[src/rtl/rr_stream_arbiter.sv]
// rr_stream_arbiter: round-robin arbiter sharing one valid/ready sink between N_REQ producers.
// Define ARB_FIXED_PRIO_EN to pin the search start at requester 0 (fixed priority).
module rr_stream_arbiter #(
    parameter int N_REQ     = 4,
    parameter int DWIDTH    = 32,
    parameter int BURST_LEN = 8,
    parameter int IDW       = 2
) (
    input  logic                    clk,
    input  logic                    reset,
    input  logic [N_REQ-1:0]        s_valid,
    output logic [N_REQ-1:0]        s_ready,
    input  logic [N_REQ*DWIDTH-1:0] s_data,
    output logic                    m_valid,
    input  logic                    m_ready,
    output logic [DWIDTH-1:0]       m_data,
    output logic [IDW-1:0]          m_id,
    output logic                    m_last,
    output logic                    busy
);
    localparam int CW   = $clog2(BURST_LEN) + 1;
    localparam int NPAD = 1 << IDW;
    localparam logic [CW-1:0] LAST_CNT = CW'(BURST_LEN - 1);

    typedef enum logic {S_IDLE, S_RUN} state_t;

    state_t            state_q, state_d;
    logic [IDW-1:0]    grant_q, grant_d;
    logic [IDW-1:0]    prio_ptr_q, prio_ptr_d;
    logic [CW-1:0]     beat_cnt_q, beat_cnt_d;

    logic [NPAD-1:0]   valid_pad;
    logic [NPAD-1:0]   ready_pad;
    logic [DWIDTH-1:0] data_arr [NPAD];
    logic              found;
    logic [IDW-1:0]    pick;
    int                search_idx;
    logic [IDW-1:0]    search_sel;
    logic              hs;
    logic              at_last;

    // Pad requesters up to 2**IDW so any id value indexes safely; padded slots never request.
    for (genvar g = 0; g < NPAD; g++) begin : g_pad
        if (g < N_REQ) begin : g_real
            assign data_arr[g]  = s_data[g*DWIDTH +: DWIDTH];
            assign valid_pad[g] = s_valid[g];
        end else begin : g_none
            assign data_arr[g]  = '0;
            assign valid_pad[g] = 1'b0;
        end
    end

    always_comb begin
        found      = 1'b0;
        pick       = '0;
        search_idx = 0;
        search_sel = '0;
        for (int k = 0; k < N_REQ; k++) begin
            search_idx = (int'(prio_ptr_q) + k) % N_REQ;
            search_sel = IDW'(search_idx);
            if (!found && valid_pad[search_sel]) begin
                found = 1'b1;
                pick  = search_sel;
            end
        end
    end

    assign at_last = (beat_cnt_q == LAST_CNT);
    assign m_data  = data_arr[grant_q];
    assign m_id    = grant_q;
    assign busy    = (state_q == S_RUN);
    assign s_ready = ready_pad[N_REQ-1:0];

    always_comb begin
        state_d    = state_q;
        grant_d    = grant_q;
        prio_ptr_d = prio_ptr_q;
        beat_cnt_d = beat_cnt_q;
        ready_pad  = '0;
        m_valid    = 1'b0;
        if (state_q == S_RUN) begin
            m_valid            = valid_pad[grant_q];
            ready_pad[grant_q] = m_ready;
        end
        hs     = m_valid & m_ready;
        m_last = m_valid & at_last;

        case (state_q)
            S_IDLE: begin
                if (found) begin
                    grant_d    = pick;
                    beat_cnt_d = '0;
                    state_d    = S_RUN;
                end
            end
            S_RUN: begin
                // A fresh grant is held until one beat moves; afterwards a pause releases it.
                if ((hs && at_last) || (!valid_pad[grant_q] && (beat_cnt_q != '0))) begin
                    state_d    = S_IDLE;
                    beat_cnt_d = '0;
`ifdef ARB_FIXED_PRIO_EN
                    prio_ptr_d = '0;
`else
                    prio_ptr_d = (grant_q == IDW'(N_REQ - 1)) ? '0 : grant_q + 1'b1;
`endif
                end else if (hs) begin
                    beat_cnt_d = beat_cnt_q + 1'b1;
                end
            end
            default: state_d = S_IDLE;
        endcase
    end

    always_ff @(posedge clk) begin
        if (reset) begin
            state_q    <= S_IDLE;
            grant_q    <= '0;
            prio_ptr_q <= '0;
            beat_cnt_q <= '0;
        end else begin
            state_q    <= state_d;
            grant_q    <= grant_d;
            prio_ptr_q <= prio_ptr_d;
            beat_cnt_q <= beat_cnt_d;
        end
    end
endmodule
[config.mk]
export PLATFORM = sky130hd
export DESIGN_NAME = rr_stream_arbiter
export DESIGN_NICKNAME = d
export VERILOG_FILES = /design/src/rtl/rr_stream_arbiter.sv
export SDC_FILE = /design/constraint.sdc
export NUM_CORES = 1
export LEC_CHECK = 0
export CAP_MARGIN = 10
export CORE_ASPECT_RATIO = 1.2
export CORE_MARGIN = 2
export CORE_UTILIZATION = 29
export CTS_BUF_LIST = sky130_fd_sc_hd__clkbuf_4 sky130_fd_sc_hd__clkbuf_8 sky130_fd_sc_hd__clkbuf_16
export CTS_CLUSTER_SIZE = 20
export DETAILED_ROUTE_END_ITERATION = 10
export PLACE_DENSITY = 0.88
export RECOVER_POWER = 25
export SYNTH_ARGS = -nofsm -noshare
export SYNTH_HDL_FRONTEND = slang
export SYNTH_SLANG_ARGS = --single-unit
export TNS_END_PERCENT = 50
[constraint.sdc]
create_clock -name clk -period 5.21 [get_ports clk]
set_clock_uncertainty 0.1 [all_clocks]
set_input_delay 0.7815 -clock clk [delete_from_list [all_inputs] [get_ports clk]]
set_output_delay 0.7815 -clock clk [all_outputs]
set_load 0.03 [all_outputs]
# Word-level counts from Yosys, hierarchy flattened
# Index checks and enable logic that the tools add are counted.
# totals
word_cells	73
latchBits	0
romBits	0
reg_bits	9
n_memories	0
ramBits	0
# op_classes
multipliers	0
magnitude_cmp	7
muxes	33
addsub	5
shift	0
n_bitwise	5
div	0
n_reduce_logical	15
n_eq_ne	4
# op_table
cell	n
binary-select mux 32 bit (select 2 bit)	1
2-to-1 mux 32 bit	2
2-to-1 mux 4 bit	4
< comparator 2 x 3 -> 1 bit (second input constant)	5
2-to-1 mux 1 bit	13
binary-select mux 1 bit (select 2 bit)	5
2-to-1 mux 2 bit	5
case mux 4 bit (2 select lines)	1
logical AND 1 bit	6
AND reduction 2 bit	3
adder 2 x 1 -> 2 bit (second input constant)	2
adder 2 bit (second input constant)	2
adder 4 x 1 -> 4 bit (second input constant)	1
AND 4 bit	1
equality test 4 x 3 -> 1 bit (second input constant)	1
logical NOT 1 bit	4
nonzero test 4 bit	1
>= comparator 3 bit (second input constant)	1
inequality test 3 x 1 -> 1 bit (second input constant)	1
inverter 2 -> 3 bit	1
AND 1 bit	2
demux 1 bit (select 2 bit)	1
equality test 2 bit (second input constant)	1
>= comparator 2 x 1 -> 1 bit (second input constant)	1
other kinds (4)	4

# Depth between registers and ports, before layout
# Gate-level depths: netlist of the first run.
# depth
word_depth	14
mapped_depth	6
mapped_depth_nobuf	6

# Worst setup path before layout of the first run
# No wires, ideal clock.
# synth_timing
kind	register -> output
startpoint	register grant_q[0] (netlist: m_id[0])
endpoint	output port m_data[10]
t_required_ns	4.329
path_buffers	2
path_stages_with_launch	4
setup_slack_ns	2.455
arrival_time_ns	1.874
path_cell_list	dfxtp_1 > buf_6 > buf_1 > mux4_2
# synth_via
elab_chain_len	4
# synth_rtl
item	line	text
from (decl)	28	logic [IDW-1:0] grant_q, grant_d;
from (signal assigned)	122	grant_q <= grant_d;
inverter 2 -> 3 bit (not written as such)	69	assign m_data = data_arr[grant_q];
binary-select mux 32 bit (select 2 bit)	69	
2-to-1 mux 32 bit (not written as such) (2 in series)	69	
to (decl)	16	output logic [DWIDTH-1:0] m_data,
# No other way between the ends. The select of a mux whose other input is x is not followed.

# Worst setup path in the final report of the first run
# layout_timing
startpoint	register grant_q[1] (netlist: m_id[1])
endpoint	output port m_data[19]
# The elaborated chain is that of the path after synthesis.

==> key figures, run 1 <==
Status
  • Outcome: completed

Route
  • Initial drt markers: a little over 80
  • Remaining antenna violation count: 0
  • TritonRoute pass-1 iters: 4
  • Drt drc: 0
  • Met3 routed WL: 669 um
  • DR WL/cell: ~19 um
  • DR top layer: met4
  • WL met1: around 2300 um
  • Met2 Routed Length: ~3500 um
  • Post-Route WL: approximately 6600 um
  • Vias per cell: ~5.2
  • Vias: approximately 1800

Hold path
  • Hold Crit Start: beat_cnt_q[1]$_SDFFE_PP0P_
  • Hold path endpoint: beat_cnt_q[1]$_SDFFE_PP0P_
  • WHS Path Cells: 2
  • Hold crit path type: reg2reg

Finish
  • Fin nets: 432
  • Final Non-Filler Cells: 350
  • Layout cell share with drive strength beyond 1: 0.148
  • Finished Cell Area: around 0.0033 mm^2
  • # diodes: 0
  • Fillers: between 300 and 400
  • Area delta synth->final: 127%

STA
  • Tcrit/Tclk final: 0.745
  • Slew headroom: 0.349
  • Max Freq: roughly 260 MHz
  • Final setup fails: 0
  • Tmin final: 3880 ps
  • Max-slew violations: 0
  • TNS Setup: 0 ps
  • Worst-Margin Slew: ~980 ps
  • Hold Vio Cnt, Final: 0
  • RSZ-0062 raised after global routing: false
  • PnR worst setup slack: roughly 1300 ps

Setup path
  • Worst setup SP type: flip-flop
  • CP Class: reg2out
  • Crit-path max FO: 20
  • Worst EP required: about 4300 ps
  • Reg2Reg Depth: 4
  • Worst R2R Start: m_id[0]$_SDFFE_PP0P_
  • Critical Path End Type: output port
  • Crit path arrival time: 3000 ps
  • R2R Setup Slk: between 2000 and 3000 ps
  • R2r endpoint: beat_cnt_q[3]$_SDFFE_PP0P_

Placement
  • HPWL Detailed: ~6000 um
  • # port buffers: 175
  • Dpl cell area: about 0.0032 mm^2
  • Gp weighted congestion: about 0.8
  • Inst Count DP: between 300 and 400
  • Pre-CTS setup slack: 1740 ps

Floorplan
  • Core ar.: between 0.004 and 0.005 mm^2
  • Starting Density: 0.297
  • Total Die Area: ~0.0055 mm^2
  • Io pins: around 180
  • Row cnt: 28
  • Die Wd: 68.2 um
  • Die height: 81.1 um

CTS
  • CTS buffer count: 3
  • Worst-Skew Late Latency: 230 ps
  • Cts hold-fix bufs: 0
  • Total setup buffers inserted after CTS: 0
  • Maximum clock path buffer count: 2
  • CTS clk-pin slew, worst paths: ~40 ps
  • H-tree depth: 1
  • Clock Root Buffer: clkbuf_8
  • Clock Sinks: 9
  • CTS tree: done
  • CTS resizes: 0

Logic synthesis
  • Seq/Total Area, Yosys: 0.126
  • Count of cell types in the netlist: 33
  • Largest family of logic cells by synthesized area: multiplexers
  • Xor/xnor cell area share of the yosys netlist: 0.00610
  • Top-area cell type share of the netlist area: 0.518
  • Compound-Gate Fraction of Synth Area: 0.0584
  • Synthesized netlist cell count: about 120
  • Largest area contributor in the netlist: mux4_2
  • Synthesized area: between 0.001 and 0.0015 mm^2
  • Adder-cell share of the synthesized area: 0.0523
  • Synth area leaders: mux4_2, dfxtp_1, ha_1
  • Syn nets: 260
  • Seq cells post-synth: 9
  • Mux contribution to synthesized area: 0.574
  • Simple-gate area share of the yosys netlist: 0.130
  • Syn Area/Cell: around 12 um^2
  • Ys Warns: 0

Global route
  • Total gr overflow: 0
  • Antenna violations before repair: 0
  • First-pass GRT wire length: approximately 9200 um
  • Total GRT Usage: 0.222
  • Largest net degree at the start of global routing: 32
  • Vias in the first global route: 1786

Pwr
  • Leak Pwr: 1.16 nW
  • Worst ir drop on vdd: ~180 uV
  • Pwr dens: between 100 and 150 mW/mm^2

Job
  • Max-Cap Viols: 0
-- state kept, by name, summed over array words and instances, names as in the netlist --
name,count
beat_cnt_q,4
prio_ptr_q,2
busy,1
m_id,2
-- how the worst max path moves through the flow --
stage	start	to	slack (ps)	depth (start not counted)
detailed placement	s_valid[0]	m_last	1740	5
global placement	s_valid[0]	m_last	1750	5
finish	m_id[1]$_SDFFE_PP0P_	m_data[19]	1330	3
CTS	m_id[0]$_SDFFE_PP0P_	m_data[20]	1580	3
global route	m_id[1]$_SDFFE_PP0P_	m_data[19]	1130	3
floorplan	m_id[0]$_SDFFE_PP0P_	m_data[10]	2450	3
-- cells in the final DEF, fill, tap and decap left out, types with 2 or more instances in the layout --
cell type | synthesis | final
and4b_1 | 2 | 2
a21oi_1 | 5 | 6
and3_1 | 4 | 4
dlygate4sd3_1 | 0 | 3
dfxtp_1 | 9 | 8
inv_1 | 8 | 8
nor2_1 | 6 | 7
mux2i_1 | 5 | 5
nor3_1 | 2 | 2
clkbuf_8 | 0 | 3
clkdlybuf4s50_1 | 0 | 172
ha_1 | 6 | 6
nand2_1 | 8 | 8
mux4_2 | 33 | 33
nand3_1 | 3 | 3
-- worst max-delay path, cell delays in order (launching register included) --
cell	delay, ps
dfxtp_1	900
clkbuf_1	800
mux4_2	370
clkdlybuf4s50_1	690
-- cell usage after synthesis (all sizes together) --
cell type	n
a211oi	1
a21oi	6
a311o	1
a31o	1
and3	4
and4b	2
buf	5
clkbuf	5
dfxtp	9
ha	6
inv	8
mux2	2
mux2i	5
mux4	33
nand2	8
nand2b	1
nand3	3
nand3b	1
nand4	1
nor2	7
nor3	2
nor4	1
nor4b	1
o21a	1
o221ai	1
or2	1
or3b	1
or4	1
xnor2	1
-- routing by layer --
metal  vias up  GRT usage
li1        831          -
met1       878      0.251
met2        89      0.399
met3        14     0.0734
met4         0     0.0500
met5         -          0
-- stage by stage --
| step | util | hold slack [ps] | total power [mW] |
|---|---|---|---|
| finish | 0.673 | 399 | 0.450 |
| global route | 0.673 | 437 | 0.472 |
| CTS | 0.678 | 407 | 0.458 |
| detailed placement | 0.668 | 403 | 0.372 |
| global placement | 0.668 | 386 | 0.367 |
| floorplan | - | 368 | 0.207 |
-- cells by family after synthesis --
group / Yosys count
AOI/OAI and AO/OA: 11
xor gates and xnor gates: 1
adders and majority gates: 6
buffers and inverters: 18
DFF: 9
muxes: 40
and+or+nand+nor: 34
-- where the power goes --
group	switching, mW	leakage (nW)	internal [mW]
Clock	0.0253	0.0262	0.0583
Sequential	0.0106	0.0736	0.0713
Combinational	0.107	1.06	0.177
Total	0.143	1.16	0.307
-- cell type report --
class / count / area (um^2) / share of cell area
clock buffer: 4 / 48.8 / 0.0150
inverter: 8 / 30.0 / 0.00923
multi-input combinational: 92 / 1160 / 0.355
sequential: 9 / 181 / 0.0557
tap: 60 / 75.1 / 0.0231
timing repair buffer: 177 / 1760 / 0.542
(Power assumes the default switching activity.)
==> run 2, diff against run 1 <==
CORE_UTILIZATION = 24   (was 29)
PLACE_DENSITY = 0.78   (was 0.88)
clock period = 3.3 ns   (was 5.21 ns; I/O delays follow)
==> run 2 against run 1 <==
Against the previous run:
- clock-buffer cell count unchanged
- register-to-register slack lost 1600 ps
- critical path depth increased by 2
- power is 60% higher
- via count fell by 2.3%
- clock power up 61%
- worst setup slack got worse by 1000 ps
- routed wire length grew 7.2%
- critical endpoint is now m_last
==> key figures, run 2 (synthesis results as in run 1) <==
Status
  • Outcome: completed

Setup path
  • Critical Path End Type: output port
  • Worst setup SP type: input port
  • Crit path arrival time: approximately 2400 ps
  • Worst EP required: 2700 ps
  • R2R Setup Slk: between 900 and 1000 ps
  • CP Class: in2out
  • Crit-path max FO: 6
  • Reg2Reg Depth: 4

STA
  • Tmin final: ~3000 ps
  • Tcrit/Tclk final: 0.913
  • Final hold slack: between 300 and 400 ps
  • Slew headroom: 0.520
  • Hold Vio Cnt, Final: 0
  • Max-slew violations: 0
  • TNS Setup: 0 ps
  • Final setup fails: 0
  • PnR worst setup slack: between 200 and 300 ps
  • Max Freq: ~330 MHz
  • Worst-Margin Slew: about 720 ps
  • RSZ-0062 raised after global routing: false

Placement
  • # port buffers: between 150 and 200
  • Inst Count DP: between 300 and 400
  • Dpl cell area: about 0.0033 mm^2
  • Gp weighted congestion: between 0.9 and 1
  • HPWL Detailed: 6400 um
  • Pre-CTS setup slack: 380 ps

Pwr
  • Leak Pwr: 1.17 nW
  • Share of total power in combinational logic: 0.642
  • Switching Power: roughly 230 uW
  • Switching part of the total: 0.321
  • Pwr dens: around 220 mW/mm^2
  • Sequential Power Share: 0.170
  • Worst ir drop on vdd: ~170 uV
  • Clk pwr share: 0.188
  • Tot Pwr: about 700 uW
  • Internal power: 489 uW

Finish
  • Finished Cell Area: 0.00331 mm^2
  • Layout cell share with drive strength beyond 1: 0.158
  • Final Non-Filler Cells: 371
  • # diodes: 0
  • Most common cell after layout, fill and taps aside: clkdlybuf4s50_1
  • Area delta synth->final: 131%
  • Fin nets: approximately 430
  • Max FFs per register: 4
  • Reg with most FFs: beat_cnt_q
  • Most frequent cells in the layout: clkdlybuf4s50_1, mux4_2, inv_1, nand2_1
  • Final core occ: 0.581

CTS
  • CTS tree: done
  • CTS resizes: 0
  • Total setup buffers inserted after CTS: 0
  • Worst-Skew Late Latency: 230 ps
  • Clock Sinks: 9
  • CTS clk-pin slew, worst paths: 40 ps
  • Cts hold-fix bufs: 0
  • Clock Root Buffer: clkbuf_8
  • H-tree depth: 1
  • CTS buffer count: 3
  • Maximum clock path buffer count: 2

Global route
  • Global-route track usage on met1: 0.228
  • Total gr overflow: 0
  • Busiest grt layer: met2
  • First-pass GRT wire length: 9690 um
  • Global-route track usage on met3: 0.0979
  • Total GRT Usage: 0.200
  • Antenna violations before repair: 2
  • GR Layer Usage met2: 0.335
  • Largest net degree at the start of global routing: 30
  • Vias in the first global route: ~1700

Route
  • Drt drc: 0
  • Vias: about 1800
  • Post-Route WL: approximately 7100 um
  • Vias per cell: roughly 4.8
  • Initial drt markers: slightly below 60
  • TritonRoute pass-1 iters: 4
  • DR WL/cell: roughly 19 um
  • Remaining antenna violation count: 0

Hold path
  • WHS Path Cells: 2
  • Hold crit path type: reg2reg

Floorplan
  • Die Wd: around 75 um
  • Total Die Area: 0.00662 mm^2
  • Row cnt: 30
  • Starting Density: 0.252
  • Core ar.: around 0.0057 mm^2
  • Io pins: between 150 and 200
  • Die height: ~89 um

Job
  • Max-Cap Viols: 0
run 2: changes by cell type in the layout (fill, tap and decap cells not counted):
cell,delta
buf_4,-1
dfxtp_1,-1
clkbuf_1,-1
clkbuf_2,+1
dfxtp_2,+1
dlygate4sd3_1,-1
clkdlybuf4s50_1,+1
buf_12,+2
run 2: worst paths after layout:
| check | endpoint | startpoint |
|---|---|---|
| max | m_last | s_valid[0] |
| min | beat_cnt_q[1]$_SDFFE_PP0P_ | beat_cnt_q[1]$_SDFFE_PP0P_ |
| max reg2reg | beat_cnt_q[3]$_SDFFE_PP0P_ | m_id[0]$_SDFFE_PP0P_ |
| min reg2reg | beat_cnt_q[1]$_SDFFE_PP0P_ | beat_cnt_q[1]$_SDFFE_PP0P_ |
run 2: layer usage:
| layer | wire length (um) | vias up |
|---|---|---|
| met1 | 2490 | 830 |
| met2 | 3530 | 91 |
| met5 | 27 | - |
| met3 | 955 | 12 |
| met4 | 95 | 4 |
| li1 | - | 833 |
run 2: power by group through the flow:
stage / Clock (mW) / Combinational [mW] / Sequential [mW]
4_1_cts: 0.139 / 0.472 / 0.124
6_report: 0.135 / 0.463 / 0.123
5_1_grt: 0.145 / 0.489 / 0.124
2_1_floorplan: 0 / 0.207 / 0.121
3_5_place_dp: 0 / 0.471 / 0.126
3_3_place_gp: 0 / 0.466 / 0.126
run 2: final cells by class:
type / instances / area (um^2)
Inverter: 8 / 30.0
Multi-Input combinational cell: 92 / 1160
Sequential cell: 9 / 183
Fill cell: 493 / 2390
Timing Repair Buffer: 178 / 1800
Tap cell: 80 / 100
Clock buffer: 4 / 48.8
run 2: critical path: stages:
cell and delay, ps:
dlygate4sd3_1 610, mux4_2 550, nand2_1 120, nor2_1 50
clkdlybuf4s50_1 580
==> run 3, diff against run 2 <==
RECOVER_POWER = 100   (was 25)
==> run 3 against run 2 <==
Against the previous run:
- fmax fell by 2.5%
- combinational power fell by 1%
- die area did not move
- final cell count did not move
- worst setup slack got worse by 76 ps
- routed wire length fell by 0.11%
- utilization did not move
- via count fell by 0.17%
- register-to-register slack barely moved
- sequential share of layout area did not move
- critical endpoint is now m_valid
==> key figures, run 3 (synthesis results as in run 1) <==
STA
  • Max-slew violations: 0
  • TNS Setup: 0 ps
  • PnR worst setup slack: roughly 210 ps
  • RSZ-0062 raised after global routing: false
  • Tcrit/Tclk final: 0.935
  • Max Freq: 324 MHz
  • Final hold slack: ~400 ps
  • Hold Vio Cnt, Final: 0
  • Slew headroom: 0.520
  • Worst-Margin Slew: just over 700 ps
  • Tmin final: 3090 ps
  • Final setup fails: 0

Floorplan
  • Total Die Area: approximately 0.0066 mm^2
  • Row cnt: 30
  • Core ar.: 0.00571 mm^2
  • Die Wd: approximately 75 um
  • Die height: around 89 um
  • Io pins: between 150 and 200
  • Starting Density: 0.252

Route
  • DR WL/cell: between 15 and 20 um
  • Remaining antenna violation count: 0
  • DR top layer: met5
  • Met2 Routed Length: roughly 3500 um
  • Initial drt markers: 58
  • Vias per cell: about 4.8
  • Post-Route WL: just over 7000 um
  • TritonRoute pass-1 iters: 4
  • Vias: 1767
  • WL met1: about 2500 um
  • Met3 routed WL: around 960 um
  • Drt drc: 0

CTS
  • CTS resizes: 0
  • CTS tree: done
  • Clock Sinks: 9
  • Clock Root Buffer: clkbuf_8
  • Worst-Skew Late Latency: ~230 ps
  • H-tree depth: 1
  • Total setup buffers inserted after CTS: 0
  • CTS buffer count: 3
  • Maximum clock path buffer count: 2
  • CTS clk-pin slew, worst paths: around 40 ps
  • Cts hold-fix bufs: 0

Placement
  • # port buffers: about 180
  • Dpl cell area: about 0.0033 mm^2
  • Pre-CTS setup slack: roughly 380 ps
  • Gp weighted congestion: 0.910
  • HPWL Detailed: between 6000 and 7000 um
  • Inst Count DP: between 300 and 400

Setup path
  • CP max stage delay: 680 ps
  • Worst EP required: ~2700 ps
  • CP top delay family: buffers and inverters
  • Reg2Reg Depth: 4
  • Crit-path most repeated cell: dlygate4sd3_1
  • Crit path arrival time: between 2000 and 2500 ps
  • CP max-delay cell: dlygate4sd3_1
  • CP bufs+invs: 3
  • CP Class: in2out
  • CP Cell Sequence: dlygate4sd3_1, mux4_2, nand2_1, inv_1, dlygate4sd3_1
  • Crit-path max FO: 6
  • R2r endpoint: beat_cnt_q[3]$_SDFFE_PP0P_
  • Critical Path End Type: output port
  • R2R Setup Slk: between 900 and 1000 ps
  • Worst R2R Start: m_id[0]$_SDFFE_PP0P_
  • Worst setup SP type: input port

Global route
  • Vias in the first global route: between 1500 and 2000
  • Total GRT Usage: 0.200
  • Antenna violations before repair: 2
  • Largest net degree at the start of global routing: 30
  • Total gr overflow: 0
  • First-pass GRT wire length: 9690 um

Finish
  • Most common cell after layout, fill and taps aside: clkdlybuf4s50_1
  • Most frequent cells in the layout: clkdlybuf4s50_1, mux4_2, dlygate4sd3_1, inv_1, nand2_1
  • Reg with most FFs: beat_cnt_q
  • Max FFs per register: 4
  • Final core occ: 0.581
  • Finished Cell Area: ~0.0033 mm^2
  • Fin nets: 433
  • # diodes: 0
  • Layout cell share with drive strength beyond 1: 0.158
  • Final Non-Filler Cells: between 300 and 400
  • Area delta synth->final: 131%

Pwr
  • Leak Pwr: roughly 1.2 nW
  • Pwr dens: between 200 and 250 mW/mm^2
  • Tot Pwr: 715 uW
  • Worst ir drop on vdd: between 150 and 200 uV

Hold path
  • Hold Crit Start: beat_cnt_q[1]$_SDFFE_PP0P_
  • Hold path endpoint: beat_cnt_q[1]$_SDFFE_PP0P_
  • Hold crit path type: reg2reg
  • WHS Path Cells: 2

Job
  • Max-Cap Viols: 0

Status
  • Outcome: completed
[run 3: changes by cell type in the layout (fill, tap and decap cells not counted)]
cell             delta
dlygate4sd3_1      +15
clkdlybuf4s50_1    -15
[run 3: how the worst max path moves through the flow]
stage / depth (start not counted) / slack (ps) / to / startpoint
3_3_place_gp: 5 / 400 / m_last / s_valid[0]
6_report: 5 / 210 / m_valid / s_valid[0]
5_1_grt: 3 / 170 / m_data[28] / m_id[1]$_SDFFE_PP0P_
3_5_place_dp: 5 / 380 / m_last / s_valid[3]
2_1_floorplan: 3 / 830 / m_data[10] / m_id[0]$_SDFFE_PP0P_
4_1_cts: 5 / 380 / m_last / s_valid[3]
[run 3: cell type report]
cell class | instances | area (um^2)
tap | 80 | 100
inverter | 8 | 30.0
timing repair buffer | 178 | 1800
sequential | 9 | 183
clock buffer | 4 | 48.8
fill | 493 | 2390
multi-input combinational | 92 | 1160
[run 3: routing by layer]
layer | track usage | vias to the layer above
met3 | 0.0979 | 12
met5 | 0 | -
li1 | - | 833
met2 | 0.335 | 91
met1 | 0.228 | 827
met4 | 0.0455 | 4
[run 3: tightest hold or removal path: cells and delay by family, from the launching register on]
kind / cells / cell delay (ps)
muxes: 1 / 60
and+or+nand+nor: 1 / 60
DFF: 1 / 330
[run 3: where the power goes]
group | switching [mW] | total [mW] | internal [mW]
combinational | 0.178 | 0.457 | 0.279
sequential | 0.0101 | 0.123 | 0.113
clock | 0.0430 | 0.135 | 0.0923
total | 0.231 | 0.715 | 0.484
